$ cat src/rtl/bcd_hex_display.sv
// Sequential double-dabble binary-to-BCD converter driving registered active-low 7-seg codes.
// Define BCD_HEX_LEAD_BLANK_EN to blank leading zero digits (digit 0 is always shown).
module bcd_hex_display #(
    parameter int WIDTH  = 8,
    parameter int DIGITS = 3
) (
    input  logic                clk,
    input  logic                reset,
    input  logic                in_valid,
    output logic                in_ready,
    input  logic [WIDTH-1:0]    value,
    input  logic                ovf_in,
    output logic                done,
    output logic                ovf_out,
    output logic [7*DIGITS-1:0] hex_out
);

    localparam int               BCD_W     = 4 * DIGITS;
    localparam int               CNT_W     = (WIDTH > 1) ? $clog2(WIDTH) : 1;
    localparam logic [CNT_W-1:0] CNT_INIT  = CNT_W'(WIDTH - 1);
    localparam logic [6:0]       SEG_BLANK = 7'b1111111;
    localparam logic [6:0]       SEG_DASH  = 7'b0111111;

    typedef enum logic [1:0] {
        IDLE,
        SHIFT,
        LOAD
    } state_t;

    state_t state, state_next;

    logic [WIDTH-1:0]    bin_q;
    logic [BCD_W-1:0]    bcd_q;
    logic [CNT_W-1:0]    cnt_q;
    logic                ovf_cap_q;
    logic                sticky_q;
    logic [BCD_W-1:0]    bcd_adj;
    logic [7*DIGITS-1:0] hex_next;
    logic                nibbles_ok;
`ifdef BCD_HEX_LEAD_BLANK_EN
    logic                seen_nonzero;
`endif

    function automatic logic [6:0] seg7(input logic [3:0] d);
        case (d)
            4'd0:    seg7 = 7'b1000000;
            4'd1:    seg7 = 7'b1111001;
            4'd2:    seg7 = 7'b0100100;
            4'd3:    seg7 = 7'b0110000;
            4'd4:    seg7 = 7'b0011001;
            4'd5:    seg7 = 7'b0010010;
            4'd6:    seg7 = 7'b0000010;
            4'd7:    seg7 = 7'b1111000;
            4'd8:    seg7 = 7'b0000000;
            4'd9:    seg7 = 7'b0011000;
            default: seg7 = SEG_BLANK;
        endcase
    endfunction

    // NOTE: sequential state uses <= so every register samples pre-edge values.
    always_ff @(posedge clk) begin
        if (reset) state <= IDLE;
        else       state <= state_next;
    end

    // NOTE: defaults first in every always_comb so no path leaves a variable unassigned (no latches).
    always_comb begin
        state_next = state;
        in_ready   = 1'b0;
        case (state)
            IDLE: begin
                in_ready = 1'b1;
                if (in_valid) state_next = SHIFT;
            end
            SHIFT:   if (cnt_q == '0) state_next = LOAD;
            LOAD:    state_next = IDLE;
            default: state_next = IDLE;
        endcase
    end

    always_comb begin
        bcd_adj = bcd_q;
        for (int i = 0; i < DIGITS; i++) begin
            if (bcd_q[4*i +: 4] >= 4'd5) bcd_adj[4*i +: 4] = bcd_q[4*i +: 4] + 4'd3;
        end
    end

    always_comb begin
        hex_next   = '1;
        nibbles_ok = 1'b1;
`ifdef BCD_HEX_LEAD_BLANK_EN
        seen_nonzero = 1'b0;
`endif
        for (int i = 0; i < DIGITS; i++) begin
            if (bcd_q[4*i +: 4] > 4'd9) nibbles_ok = 1'b0;
        end
        if (ovf_cap_q || sticky_q) begin
            for (int i = 0; i < DIGITS; i++) hex_next[7*i +: 7] = SEG_DASH;
        end else begin
`ifdef BCD_HEX_LEAD_BLANK_EN
            for (int i = DIGITS - 1; i >= 0; i--) begin
                if (bcd_q[4*i +: 4] != 4'd0 || i == 0) seen_nonzero = 1'b1;
                hex_next[7*i +: 7] = seen_nonzero ? seg7(bcd_q[4*i +: 4]) : SEG_BLANK;
            end
`else
            for (int i = 0; i < DIGITS; i++) hex_next[7*i +: 7] = seg7(bcd_q[4*i +: 4]);
`endif
        end
    end

    // NOTE: the conversion datapath carries no reset; the FSM returning to IDLE is what discards it.
    always_ff @(posedge clk) begin
        case (state)
            IDLE: begin
                if (in_valid) begin
                    bin_q     <= value;
                    ovf_cap_q <= ovf_in;
                    bcd_q     <= '0;
                    sticky_q  <= 1'b0;
                    cnt_q     <= CNT_INIT;
                end
            end
            SHIFT: begin
                {bcd_q, bin_q} <= {bcd_adj, bin_q} << 1;
                if (bcd_adj[BCD_W-1]) sticky_q <= 1'b1;
                cnt_q <= cnt_q - CNT_W'(1);
            end
            default: ;
        endcase
    end

    // Display registers only change on the LOAD edge, so the digits hold steady while shifting.
    always_ff @(posedge clk) begin
        if (reset) begin
            done    <= 1'b0;
            ovf_out <= 1'b0;
            hex_out <= '1;
        end else begin
            done <= 1'b0;
            if (state == LOAD) begin
                hex_out <= hex_next;
                ovf_out <= ovf_cap_q | sticky_q;
                done    <= 1'b1;
            end
        end
    end

    a_nibbles_bcd: assert property (@(posedge clk) disable iff (reset) (state == LOAD) |-> nibbles_ok);

endmodule
$ cat config.mk
export PLATFORM = sky130hd
export DESIGN_NAME = bcd_hex_display
export DESIGN_NICKNAME = d
export VERILOG_FILES = /design/src/rtl/bcd_hex_display.sv
export SDC_FILE = /design/constraint.sdc
export NUM_CORES = 1
export LEC_CHECK = 0
export BUFFER_PORTS_ARGS = -buffer_cell sky130_fd_sc_hd__buf_2
export CORE_MARGIN = 4
export CORE_UTILIZATION = 50
export DETAILED_ROUTE_END_ITERATION = 12
export PLACE_DENSITY = 0.73
export SYNTH_ARGS = -nofsm -noshare
export SYNTH_HDL_FRONTEND = slang
export SYNTH_SLANG_ARGS = --single-unit
$ cat constraint.sdc
create_clock -name clk -period 3.12 [get_ports clk]
set_clock_uncertainty 0.2 [all_clocks]
set_input_delay 0.156 -clock clk [delete_from_list [all_inputs] [get_ports clk]]
set_output_delay 0.156 -clock clk [all_outputs]
set_load 0.01 [all_outputs]
==> results.py, run 1 <==
metrics = {
    "drt": {
        "drc_errors": 0,
        "dr.pass1.iters": 4,
        "drtIter0Drc": 117,
        "wire_per_inst_um": 12.6,
        "routed_wl_mm": 6.41,
        "via_count": 2565,
        "final_antenna_net_count": 0,
        "vias_per_cell": 5.05,
    },
    "floorplanning": {
        "initial_core_util": 0.520,
        "die_width_um": 92.3,
        "die_y_um": 92.3,
        "core_area_sq_mm": 0.00683,
        "ioPinCount": 36,
        "dieArea_sq_mm": 0.00851,
        "core.rowCount": 30,
    },
    "power_and_ir_drop": {
        "p_int_uw": 1700,
        "p_sw_frac": 0.277,
        "combPwrFrac": 0.193,
        "ir_worst_vdd_mv": 0.304,
        "clkPwrFrac": 0.319,
        "powerDensity_mw_per_mm2": 571,
        "p_total_uw": 2340,
        "power_switching_uw": 649,
        "power_frac_seq": 0.489,
        "leakagePower_uw": 0.00185,
    },
    "yosys": {
        "avgSynthCellArea_sq_um": 9.76,
        "ys_types": 38,
        "seq_area_frac_synth": 0.471,
        "synth.most_common_cell": "nand2_1",
        "synth_seq_cells": 71,
        "yosys.area.top_type_share": 0.259,
        "ys.flop_type": "dfxtp_1",
        "synthCells": 364,
        "yosysTopAreaCell": "dfxtp_1",
        "syn_nets": 399,
        "synthTopCellsByCount": "nand2_1 (68), dfxtp_1 (46), edfxtp_1 (25)",
        "yosysWarningCount": 0,
        "netlist_area_sq_mm": 0.00355,
        "synthTopCellsByArea": "dfxtp_1 (26%), edfxtp_1 (21%), ha_1 (8.1%)",
        "synth_edf_count": 25,
        "async_flop_share": 0,
    },
    "flow_run": {
        "cap_violations": 0,
    },
    "clocking": {
        "cts_resized": 0,
        "numCtsBuffers": 9,
        "cts_buffer_depth": 2,
        "clk_latency_ns": 0.33,
        "clock-sinks": 71,
        "post_cts_buffers": 0,
        "cts_max_level": 3,
        "cts_tree": "yes",
        "cts-root-buf": "clkbuf_8",
        "clk_pin_slew_ns": 0.07,
    },
    "worst_setup_path": {
        "worstSetupStartpointType": "flip-flop",
        "worstPathMaxFanout": 6,
        "r2r_slack_ns": 0.35,
        "critPathArrivalTime_ns": 2.81,
        "slowest_stage": "edfxtp_1",
        "cp_cell_sequence": "inv_1 > ha_1 > nand2b_1 > or3b_2 > a21oi_1 > a21oi_1 > ha_1 > nand2_1 > o21ai_0 > a22oi_1",
        "end_kind": "flip-flop",
        "crit_required_ns": 3.16,
        "crit_type": "flip-flop to flip-flop",
        "critPathMaxStageDelay_ns": 0.47,
    },
    "sta": {
        "finalMaxSlewViolations": 0,
        "hold_viol_final": 0,
        "setup_ws_ns": 0.346,
        "rsz0062_at_grt": "false",
        "hold_ws_ns": 0.235,
        "finalCritPeriodShare": 0.889,
        "slew_headroom": 0.637,
        "worst_pin_slew_ns": 0.541,
        "fmax_mhz": 360,
        "final.min_clock_period_ns": 2.77,
        "setup_viol": 0,
        "setup_tns_ns": 0,
    },
    "placed_design": {
        "post-place-ws_ns": 0.375,
        "io_buffer_count": 35,
        "hpwlAfterDp_mm": 4.50,
        "globalplace.congestion": 0.833,
    },
    "min_path": {
        "min_path_type": "flip-flop to flip-flop",
    },
    "grt": {
        "antenna_found_initial": 0,
        "grt_pass1_wl_mm": 11.1,
        "grt_usage": 0.160,
        "grt_max_degree": 25,
        "globalRouteOverflowTotal": 0,
        "grt_pass1_vias": 2452,
    },
    "final_layout": {
        "nets": 442,
        "syn_to_final_growth_pct": 15.7,
        "fillers": 627,
        "n_antenna_cell": 0,
        "drive_gt1_frac": 0.172,
    },
    "status": {
        "status": "complete, no violations",
    },
}
==> through the flow <==
stage                     instance area (sq um)  cells   util
after floorplan                            3550    364      -
after global placement                     3790    481  0.555
after detailed placement                   3790    481  0.555
after CTS                                  4110    508  0.601
after global routing                       4110    508  0.601
final                                      4110    508  0.601
==> worst max-delay path, delay by kind of cell, from the launching register on <==
kind | cells | cell delay [ns]
and+or+nand+nor | 3 | 0.76
AOI/OAI and AO/OA | 4 | 0.65
adders and majority gates | 2 | 0.48
DFF | 1 | 0.47
buffers and inverters | 1 | 0.13
==> power groups by stage <==
stage          clock network, uW  registers [uW]  logic (uW)
2_1_floorplan                  0            1130         385
3_3_place_gp                   0            1160         424
3_5_place_dp                   0            1170         438
4_1_cts                      765            1150         452
5_1_grt                      806            1160         513
6_report                     747            1150         451
==> timing repair <==
item / in CTS / in global routing
hold buffers: 11 / 0
endpoints found under the setup margin: 0 / 0
endpoints found under the hold margin: 17 / 0
==> per-layer routing <==
layer	GRT usage	wire, um	share of wire
met1	0.207	3050	0.48
met2	0.263	3000	0.47
met3	0.0386	294	0.046
met4	0.0532	56	0.0087
met5	0	0	0
==> logic make-up (layout without fill, tap and decap cells) <==
family | after synthesis | in the layout | synth area share
fa+ha+maj | 23 | 23 | 0.0810
buf+inv | 42 | 90 | 0.0532
simple gates | 145 | 145 | 0.192
mux | 6 | 6 | 0.0169
compound gates | 70 | 70 | 0.169
flops | 71 | 71 | 0.471
xor+xnor | 7 | 7 | 0.0173
==> cell usage in the layout, fill, tap and decap left out, types with 5 or more instances in the layout <==
| master | netlist | routed |
|---|---|---|
| nor2_1 | 24 | 24 |
| a2bb2oi_1 | 9 | 9 |
| edfxtp_1 | 25 | 25 |
| o21ai_0 | 9 | 9 |
| nand2_1 | 68 | 68 |
| clkbuf_8 | 0 | 9 |
| a21o_1 | 8 | 8 |
| a22oi_1 | 6 | 6 |
| mux2i_1 | 6 | 6 |
| nand3_1 | 18 | 18 |
| buf_4 | 0 | 8 |
| dfxtp_1 | 46 | 46 |
| inv_1 | 19 | 19 |
| ha_1 | 23 | 23 |
| buf_2 | 5 | 35 |
| and2_1 | 9 | 9 |
| a21oi_1 | 17 | 17 |
| dlygate4sd3_1 | 0 | 11 |
| nand2b_1 | 5 | 5 |
| a221o_1 | 6 | 6 |
==> area by class of cell <==
| cell class | instances | area (sq um) | share of cell area |
|---|---|---|---|
| Clock buffer | 11 | 153 | 0.0372 |
| Clock inverter | 5 | 52.6 | 0.0128 |
| Inverter | 20 | 75.1 | 0.0183 |
| Multi-Input combinational cell | 251 | 1690 | 0.412 |
| Sequential cell | 71 | 1670 | 0.407 |
| Tap cell | 96 | 120 | 0.0292 |
| Timing Repair Buffer | 54 | 345 | 0.0841 |
==> path summary, 6_finish.rpt <==
| kind | to | startpoint | cells past startpoint |
|---|---|---|---|
| max | flip-flop | bcd_q[4] | 10 |
| min | hex_out[7] | flip-flop | 2 |
| max reg2reg | flip-flop | bcd_q[4] | 10 |
| min reg2reg | hex_out[7] | flip-flop | 2 |
(Power assumes the default switching activity.)
==> inputs of run 2 (changes only) <==
--- a/config.mk
+++ b/config.mk
@@ -8,6 +8,7 @@
 export BUFFER_PORTS_ARGS = -buffer_cell sky130_fd_sc_hd__buf_2
 export CORE_MARGIN = 4
 export CORE_UTILIZATION = 50
+export CTS_BUF_LIST = sky130_fd_sc_hd__clkbuf_8
 export DETAILED_ROUTE_END_ITERATION = 12
 export PLACE_DENSITY = 0.73
 export SYNTH_ARGS = -nofsm -noshare
==> run 2 against run 1 <==
  * Non-clock buffer count did not move
  * Worst setup slack got worse by 0.0024 ns
  * Cell count did not move
  * Critical path type unchanged
  * Via count rose by 0.19%
  * Wire length rose by 0.69%
  * Flip-flop and latch count did not move
  * Global-route usage rose by 0.058 points
  * Largest cell class unchanged
  * Highest routed layer unchanged
==> results.py, run 2 (synthesis results as in run 1) <==
metrics = {
    "status": {
        "status": "complete, no violations",
    },
    "floorplanning": {
        "die_y_um": 92.3,
        "initial_core_util": 0.520,
        "core.rowCount": 30,
        "die_width_um": 92.3,
        "ioPinCount": 36,
        "core_area_sq_mm": 0.00683,
        "dieArea_sq_mm": 0.00851,
    },
    "final_layout": {
        "n_antenna_cell": 0,
        "fillers": 627,
        "drive_gt1_frac": 0.172,
        "final_common_cell": "nand2_1",
        "most-common-layout-cells": "nand2_1 (68), dfxtp_1 (46), buf_2 (35)",
        "regArea_sq_mm": 0.00167,
        "multi_input_area_sq_mm": 0.00169,
        "utilization": 0.602,
        "nets": 442,
        "syn_to_final_growth_pct": 15.8,
    },
    "sta": {
        "setup_tns_ns": 0,
        "finalMaxSlewViolations": 0,
        "final.min_clock_period_ns": 2.78,
        "worst_pin_slew_ns": 0.541,
        "rsz0062_at_grt": "false",
        "slew_headroom": 0.637,
        "finalCritPeriodShare": 0.890,
        "fmax_mhz": 360,
        "hold_viol_final": 0,
        "setup_viol": 0,
    },
    "worst_setup_path": {
        "worstSetupStartpointType": "flip-flop",
        "crit_type": "flip-flop to flip-flop",
        "critPathArrivalTime_ns": 2.82,
        "end_kind": "flip-flop",
        "crit_required_ns": 3.16,
        "worstPathMaxFanout": 6,
    },
    "placed_design": {
        "globalplace.congestion": 0.833,
        "hpwlAfterDp_mm": 4.50,
        "io_buffer_count": 35,
    },
    "power_and_ir_drop": {
        "ir_worst_vdd_mv": 0.304,
        "leakagePower_uw": 0.00185,
        "powerDensity_mw_per_mm2": 578,
        "p_total_uw": 2380,
    },
    "clocking": {
        "cts_tree": "yes",
        "clk_latency_ns": 0.33,
        "cts-root-buf": "clkbuf_8",
        "cts_max_level": 3,
        "clk_pin_slew_ns": 0.07,
        "cts_buffer_depth": 2,
        "clock-sinks": 71,
        "numCtsBuffers": 9,
    },
    "drt": {
        "wire_per_inst_um": 12.7,
        "via_count": 2570,
        "routed_wl_mm": 6.45,
        "dr.pass1.iters": 4,
        "drc_errors": 0,
        "vias_per_cell": 5.06,
        "drtIter0Drc": 113,
        "final_antenna_net_count": 0,
    },
    "grt": {
        "grt_usage": 0.161,
        "grt_pass1_wl_mm": 11.1,
        "globalRouteOverflowTotal": 0,
        "antenna_found_initial": 0,
        "grt_max_degree": 25,
        "grt_pass1_vias": 2454,
    },
    "min_path": {
        "min_path_type": "flip-flop to flip-flop",
    },
    "flow_run": {
        "cap_violations": 0,
    },
}
run 2: layout make-up:
| class | count | area share |
|---|---|---|
| well taps | 96 | 0.0292 |
| flip-flops and latches | 71 | 0.406 |
| inverters | 20 | 0.0183 |
| multi-input cells | 251 | 0.411 |
| clock buffers | 9 | 0.0301 |
| repair buffers | 54 | 0.0840 |
| clock inverters | 7 | 0.0210 |
run 2: power by group:
part           leakage (uW)  internal (uW)  switching [uW]
combinational       0.00110            195             257
sequential         0.000633           1080            62.3
clock              0.000115            446             333
total               0.00185           1720             653
run 2: metrics by stage:
stage | hold slack [ns] | instance area (sq um) | setup WS (ns) | std cells
global placement | 0.144 | 3790 | 0.432 | 481
global route | 0.257 | 4110 | 0.0658 | 508
floorplan | 0.0549 | 3550 | 0.707 | 364
finish | 0.235 | 4110 | 0.343 | 508
CTS | 0.244 | 4110 | 0.332 | 508
detailed placement | 0.136 | 3790 | 0.375 | 481
run 2: critical path, stage by stage (launching register included):
cell and delay [ns]:
edfxtp_1 0.47, inv_1 0.13, ha_1 0.25, nand2b_1 0.21, or3b_2 0.47, a21oi_1 0.22, a21oi_1 0.14, ha_1 0.23
nand2_1 0.08, o21ai_0 0.09, a22oi_1 0.21
run 2: worst paths after layout:
check	startpoint	end	slack (ns)	cells past startpoint
worst max-delay path	bcd_q[4]	flip-flop	0.34	10
worst min-delay path	flip-flop	hex_out[7]	0.24	2
worst max register to register	bcd_q[4]	flip-flop	0.34	10
worst min register to register	flip-flop	hex_out[7]	0.24	2
run 2: timing repair:
action                                  in CTS  in global routing
endpoints found under the setup margin       0                  0
setup buffers                                0                  0
resized for setup                            0                  0
hold buffers                                11                  0
endpoints found under the hold margin       17                  0
run 2: metal layers:
layer | track usage | vias up | part of all wire | wire [um]
met5 | 0 | - | 0 | 0
met3 | 0.0386 | 6 | 0.045 | 293
met2 | 0.264 | 52 | 0.47 | 3020
met4 | 0.0532 | 0 | 0.0087 | 56
li1 | - | 1342 | - | -
met1 | 0.208 | 1170 | 0.48 | 3080
